**src/rtl/vga_timing_gen.sv**
```systemverilog
// 640x480@60 VGA raster timing: pixel enable, h/v counters, active-low syncs, display flag.
// Optional VGA_FRAME_CNT_EN adds frame_tick / frame_cnt outputs.
module vga_timing_gen #(
  parameter int CLK_DIV  = 4,
  parameter int H_TOTAL  = 800,
  parameter int H_SYNC   = 96,
  parameter int H_BACK   = 48,
  parameter int H_ACTIVE = 640,
  parameter int V_TOTAL  = 525,
  parameter int V_SYNC   = 2,
  parameter int V_BACK   = 33,
  parameter int V_ACTIVE = 480
) (
  input  logic       clk,
  input  logic       rst,
  output logic       pix_en,
  output logic [9:0] hCount,
  output logic [9:0] vCount,
  output logic       hSync,
  output logic       vSync,
  output logic       bright
`ifdef VGA_FRAME_CNT_EN
  ,
  output logic       frame_tick,
  output logic [7:0] frame_cnt
`endif
);

  localparam logic [3:0]  DIV_LAST     = 4'(CLK_DIV - 1);
  localparam logic [9:0]  H_LAST       = 10'(H_TOTAL - 1);
  localparam logic [9:0]  V_LAST       = 10'(V_TOTAL - 1);
  // 11-bit bounds so a window ending exactly at 1024 still compares correctly
  localparam logic [10:0] H_SYNC_END   = 11'(H_SYNC);
  localparam logic [10:0] V_SYNC_END   = 11'(V_SYNC);
  localparam logic [10:0] H_DISP_START = 11'(H_SYNC + H_BACK);
  localparam logic [10:0] H_DISP_END   = 11'(H_SYNC + H_BACK + H_ACTIVE);
  localparam logic [10:0] V_DISP_START = 11'(V_SYNC + V_BACK);
  localparam logic [10:0] V_DISP_END   = 11'(V_SYNC + V_BACK + V_ACTIVE);

  logic [3:0] r_div;
  logic       r_pix_en;
  logic [9:0] r_h_count;
  logic [9:0] r_v_count;
  logic       r_hsync;
  logic       r_vsync;
  logic       r_bright;

  logic       w_pix_edge;
  logic       w_h_wrap;
  logic       w_v_wrap;
  logic [9:0] w_h_next;
  logic [9:0] w_v_next;
  logic       w_hsync_next;
  logic       w_vsync_next;
  logic       w_bright_next;

  always_comb begin
    w_pix_edge = (r_div == DIV_LAST);
    w_h_wrap   = (r_h_count == H_LAST);
    w_v_wrap   = (r_v_count == V_LAST);
    w_h_next   = w_h_wrap ? 10'd0 : r_h_count + 10'd1;
    w_v_next   = r_v_count;
    if (w_h_wrap) begin
      w_v_next = w_v_wrap ? 10'd0 : r_v_count + 10'd1;
    end
    // Decode from the next counter values so the registered flags line up with the counters.
    w_hsync_next  = !({1'b0, w_h_next} < H_SYNC_END);
    w_vsync_next  = !({1'b0, w_v_next} < V_SYNC_END);
    w_bright_next = ({1'b0, w_h_next} >= H_DISP_START) && ({1'b0, w_h_next} < H_DISP_END) &&
                    ({1'b0, w_v_next} >= V_DISP_START) && ({1'b0, w_v_next} < V_DISP_END);
  end

  always_ff @(posedge clk or posedge rst) begin
    if (rst) begin
      r_div     <= 4'd0;
      r_pix_en  <= 1'b0;
      r_h_count <= 10'd0;
      r_v_count <= 10'd0;
      r_hsync   <= 1'b0;
      r_vsync   <= 1'b0;
      r_bright  <= 1'b0;
    end else begin
      r_pix_en <= w_pix_edge;
      r_div    <= w_pix_edge ? 4'd0 : r_div + 4'd1;
      if (w_pix_edge) begin
        r_h_count <= w_h_next;
        r_v_count <= w_v_next;
        r_hsync   <= w_hsync_next;
        r_vsync   <= w_vsync_next;
        r_bright  <= w_bright_next;
      end
    end
  end

  assign pix_en = r_pix_en;
  assign hCount = r_h_count;
  assign vCount = r_v_count;
  assign hSync  = r_hsync;
  assign vSync  = r_vsync;
  assign bright = r_bright;

`ifdef VGA_FRAME_CNT_EN
  logic       r_frame_tick;
  logic [7:0] r_frame_cnt;

  // Only a real frame wrap pulses; reset lands on (0,0) without a tick.
  always_ff @(posedge clk or posedge rst) begin
    if (rst) begin
      r_frame_tick <= 1'b0;
      r_frame_cnt  <= 8'd0;
    end else begin
      r_frame_tick <= w_pix_edge && w_h_wrap && w_v_wrap;
      if (w_pix_edge && w_h_wrap && w_v_wrap) begin
        r_frame_cnt <= r_frame_cnt + 8'd1;
      end
    end
  end

  assign frame_tick = r_frame_tick;
  assign frame_cnt  = r_frame_cnt;
`endif

endmodule

```
**config.mk**
```make
export PLATFORM = sky130hd
export DESIGN_NAME = vga_timing_gen
export DESIGN_NICKNAME = d
export VERILOG_FILES = /design/src/rtl/vga_timing_gen.sv
export SDC_FILE = /design/constraint.sdc
export NUM_CORES = 1
export LEC_CHECK = 0
export CORE_MARGIN = 4
export CORE_UTILIZATION = 58
export DETAILED_ROUTE_END_ITERATION = 8
export GPL_ROUTABILITY_DRIVEN = 0
export HOLD_SLACK_MARGIN = 0.08
export PLACE_DENSITY = 0.84
export REMOVE_ABC_BUFFERS = 1
export SLEW_MARGIN = 5
export SYNTH_ARGS = -nofsm -noshare
export SYNTH_HDL_FRONTEND = slang
export SYNTH_SLANG_ARGS = --single-unit
```
**constraint.sdc**
```tcl
create_clock -name clk -period 5.9 [get_ports clk]
set_input_delay 1.475 -clock clk [delete_from_list [all_inputs] [get_ports clk]]
set_output_delay 1.475 -clock clk [all_outputs]
set_load 0.02 [all_outputs]
```
==> flow_metrics.py <==
metrics = {
    "setup_path": {
        "endpoint_kind": "primary output",
        "start_kind": "flop",
        "critPathTopFamily": "buffers and inverters",
        "slowest_stage": "clkdlybuf4s50_1",
        "critPathMaxStageDelay_ns": 0.68,
        "critical_path_peak_fanout": 10,
        "crit_chain": "clkdlybuf4s50_1",
        "arrival_ns": 1.61,
        "cp_num_buf_inv": 1,
        "path_class": "flop to primary output",
        "worstPathRequired_ns": 4.43,
    },
    "routing": {
        "viasPerCell": 6.17,
        "first_pass_iters": 4,
        "drtIter0Drc": 160,
        "routed_wl_microns": 3890,
        "drc": 0,
        "highest_layer": "met4",
        "wl_met2_microns": 1890,
        "route.met3.wl_microns": 137,
        "wl_per_cell_microns": 15.0,
        "antenna_left": 0,
        "routed-via-count": 1598,
        "drt-met1-wl_microns": 1800,
    },
    "clock_network": {
        "clock-sinks": 28,
        "post_cts_buffers": 0,
        "htreeDepth": 1,
        "root_buffer": "clkbuf_4",
        "cts_made_buffers": 3,
        "clkLatencyLatePin_ns": 0.34,
        "cts_tree": "done",
        "ctsHoldBuffers": 0,
        "clkTransAtPathRegs_ns": 0.16,
        "cts_resized": 0,
        "clockBufferDepth": 2,
    },
    "sta": {
        "tightest_slew_ns": 1.06,
        "finalCritPeriodShare_pct": 52.3,
        "hold_slack_ns": 0.479,
        "rsz0062_at_grt": "no",
        "finClkSkew_ns": 0.00499,
        "post-route-min-period_ns": 3.09,
        "max_freq_mhz": 324,
        "layout_setup_ws_ns": 2.81,
        "hold_viol": 0,
        "maxSlewHeadroom_pct": 29.5,
        "tns_ns": 0,
        "drv_slew": 0,
        "finalSetupViolCount": 0,
    },
    "floorplanning": {
        "core_region_area_sq_mm": 0.00285,
        "start_util_pct": 62.3,
        "io_pins": 26,
        "die_y_microns": 63.3,
        "die_w_microns": 63.3,
        "row_count": 19,
        "die_area_sq_mm": 0.00401,
    },
    "place": {
        "dp_hpwl_microns": 2840,
        "post-place-ws_ns": 3.11,
        "port_buffers": 25,
    },
    "global_route": {
        "grt_util_all_layers_pct": 20.5,
        "grt_pass1_wl_microns": 6640,
        "antenna_found_initial": 0,
        "overflow": 0,
        "grt_max_degree": 29,
        "grt_pass1_vias": 1510,
    },
    "power_and_ir_drop": {
        "peakVddDrop_mv": 0.123,
        "power_w": 0.000325,
        "leakagePower_nw": 0.850,
        "powerDensity_mw_per_mm2": 158,
    },
    "logic_synthesis": {
        "synth_area_leaders": "dfrtp_1 39%, nand2_1 7.8%, o21ai_0 4.8%, xnor2_1 4.4%, nor2_1 4.0%",
        "synth-async-reset-ratio_pct": 100,
        "netlist-cell-type-count": 46,
        "yosysTopAreaCell": "dfrtp_1",
        "synth_warnings": 0,
        "synth_top_area_share_pct": 39.4,
        "yosysMostFrequentCell": "nand2_1",
        "synth.ff_latch_count": 28,
        "avgSynthCellArea_sq_um": 8.46,
        "syn_inst": 210,
        "synth_commonest_cells": "37 x nand2_1, 28 x dfrtp_1, 19 x nor2_1",
        "yosysSeqAreaShare_pct": 39.4,
        "synth_edf_count": 0,
        "syn_area_sq_mm": 0.00178,
        "ys.flop_type": "dfrtp_1",
    },
    "cells_and_area": {
        "final_util_pct": 72.1,
        "drive_above_1_share_pct": 4.39,
        "num_antenna_cells": 0,
        "nets": 236,
        "syn2layout_area_growth_pct": 15.8,
    },
    "run_status": {
        "status": "completed",
    },
    "worst_hold_path": {
        "hold_path.class": "flop to flop",
    },
    "run": {
        "drv_cap": 0,
    },
}
final timing paths:
| path | from | endpoint | slack [ns] | depth (start not counted) |
|---|---|---|---|---|
| hold reg to reg | r_div[0] | r_div[0] | 0.48 | 1 |
| setup reg to reg | hCount[0] | bright | 3.28 | 8 |
| hold / removal | r_div[0] | r_div[0] | 0.48 | 1 |
| min in group asynchronous | rst | hCount[4] | 1.68 | 2 |
| max in group asynchronous | rst | vCount[3] | 3.59 | 2 |
| setup / recovery | hCount[7] | hCount[7] | 2.81 | 1 |
placed cells by master (no fill, tap or decap), types with 4 or more instances in the layout:
| master | n |
|---|---|
| dfrtp_1 | 28 |
| a31oi_1 | 5 |
| nand4_1 | 4 |
| xnor2_1 | 9 |
| o21ai_0 | 17 |
| nor2_1 | 19 |
| nand2_1 | 37 |
| nor3_1 | 7 |
| ha_1 | 5 |
| clkdlybuf4s50_1 | 25 |
| inv_1 | 6 |
| nand3_1 | 13 |
| and3_1 | 6 |
worst reg2reg max path, stage by stage, from the launching register on:
cell	delay, ns
dfrtp_1	0.49
ha_1	0.23
and4_1	0.29
and3_1	0.49
nand2_1	0.11
a222oi_1	0.52
and3_1	0.23
a211oi_1	0.07
o21ai_1	0.14
stage by stage:
stage          std cells  instance area [sq um]
5_1_grt              259                   2060
3_5_place_dp         255                   2000
6_report             259                   2060
4_1_cts              259                   2060
2_1_floorplan        199                   1720
3_3_place_gp         255                   2000
layout make-up:
type | instances | area, sq um
Multi-Input combinational cell | 165 | 992
Fill cell | 227 | 796
Sequential cell | 28 | 701
Timing Repair Buffer | 25 | 250
Tap cell | 31 | 38.8
Clock inverter | 1 | 30.0
Clock buffer | 3 | 22.5
Inverter | 6 | 22.5
logic make-up after synthesis:
kind of cell,after synthesis,share of synthesized area [%]
AND/OR/NAND/NOR,104,30.8
multiplexers,1,0.563
buffers and inverters,17,4.72
flip-flops,28,39.4
XOR/XNOR,11,5.42
adder cells (fa/ha/maj),5,3.52
AO/OA/AOI/OAI,44,15.6
state kept, by name, summed over array words and instances (netlist names):
register	cells
bright	1
hCount	10
hSync	1
pix_en	1
r_div	4
vCount	10
vSync	1
power breakdown:
part           switching [W]  internal, W  leakage, nW
clock              0.0000595    0.0000688       0.0279
sequential                 0     0.000192        0.377
combinational     0.00000366  0.000000612        0.446
total              0.0000632     0.000261        0.850
metal layers:
layer	vias up	track usage (%)
li1	792	-
met3	4	3.02
met1	766	25.3
met5	-	0
met2	36	35.5
met4	0	8.36
(Power assumes the default switching activity.)
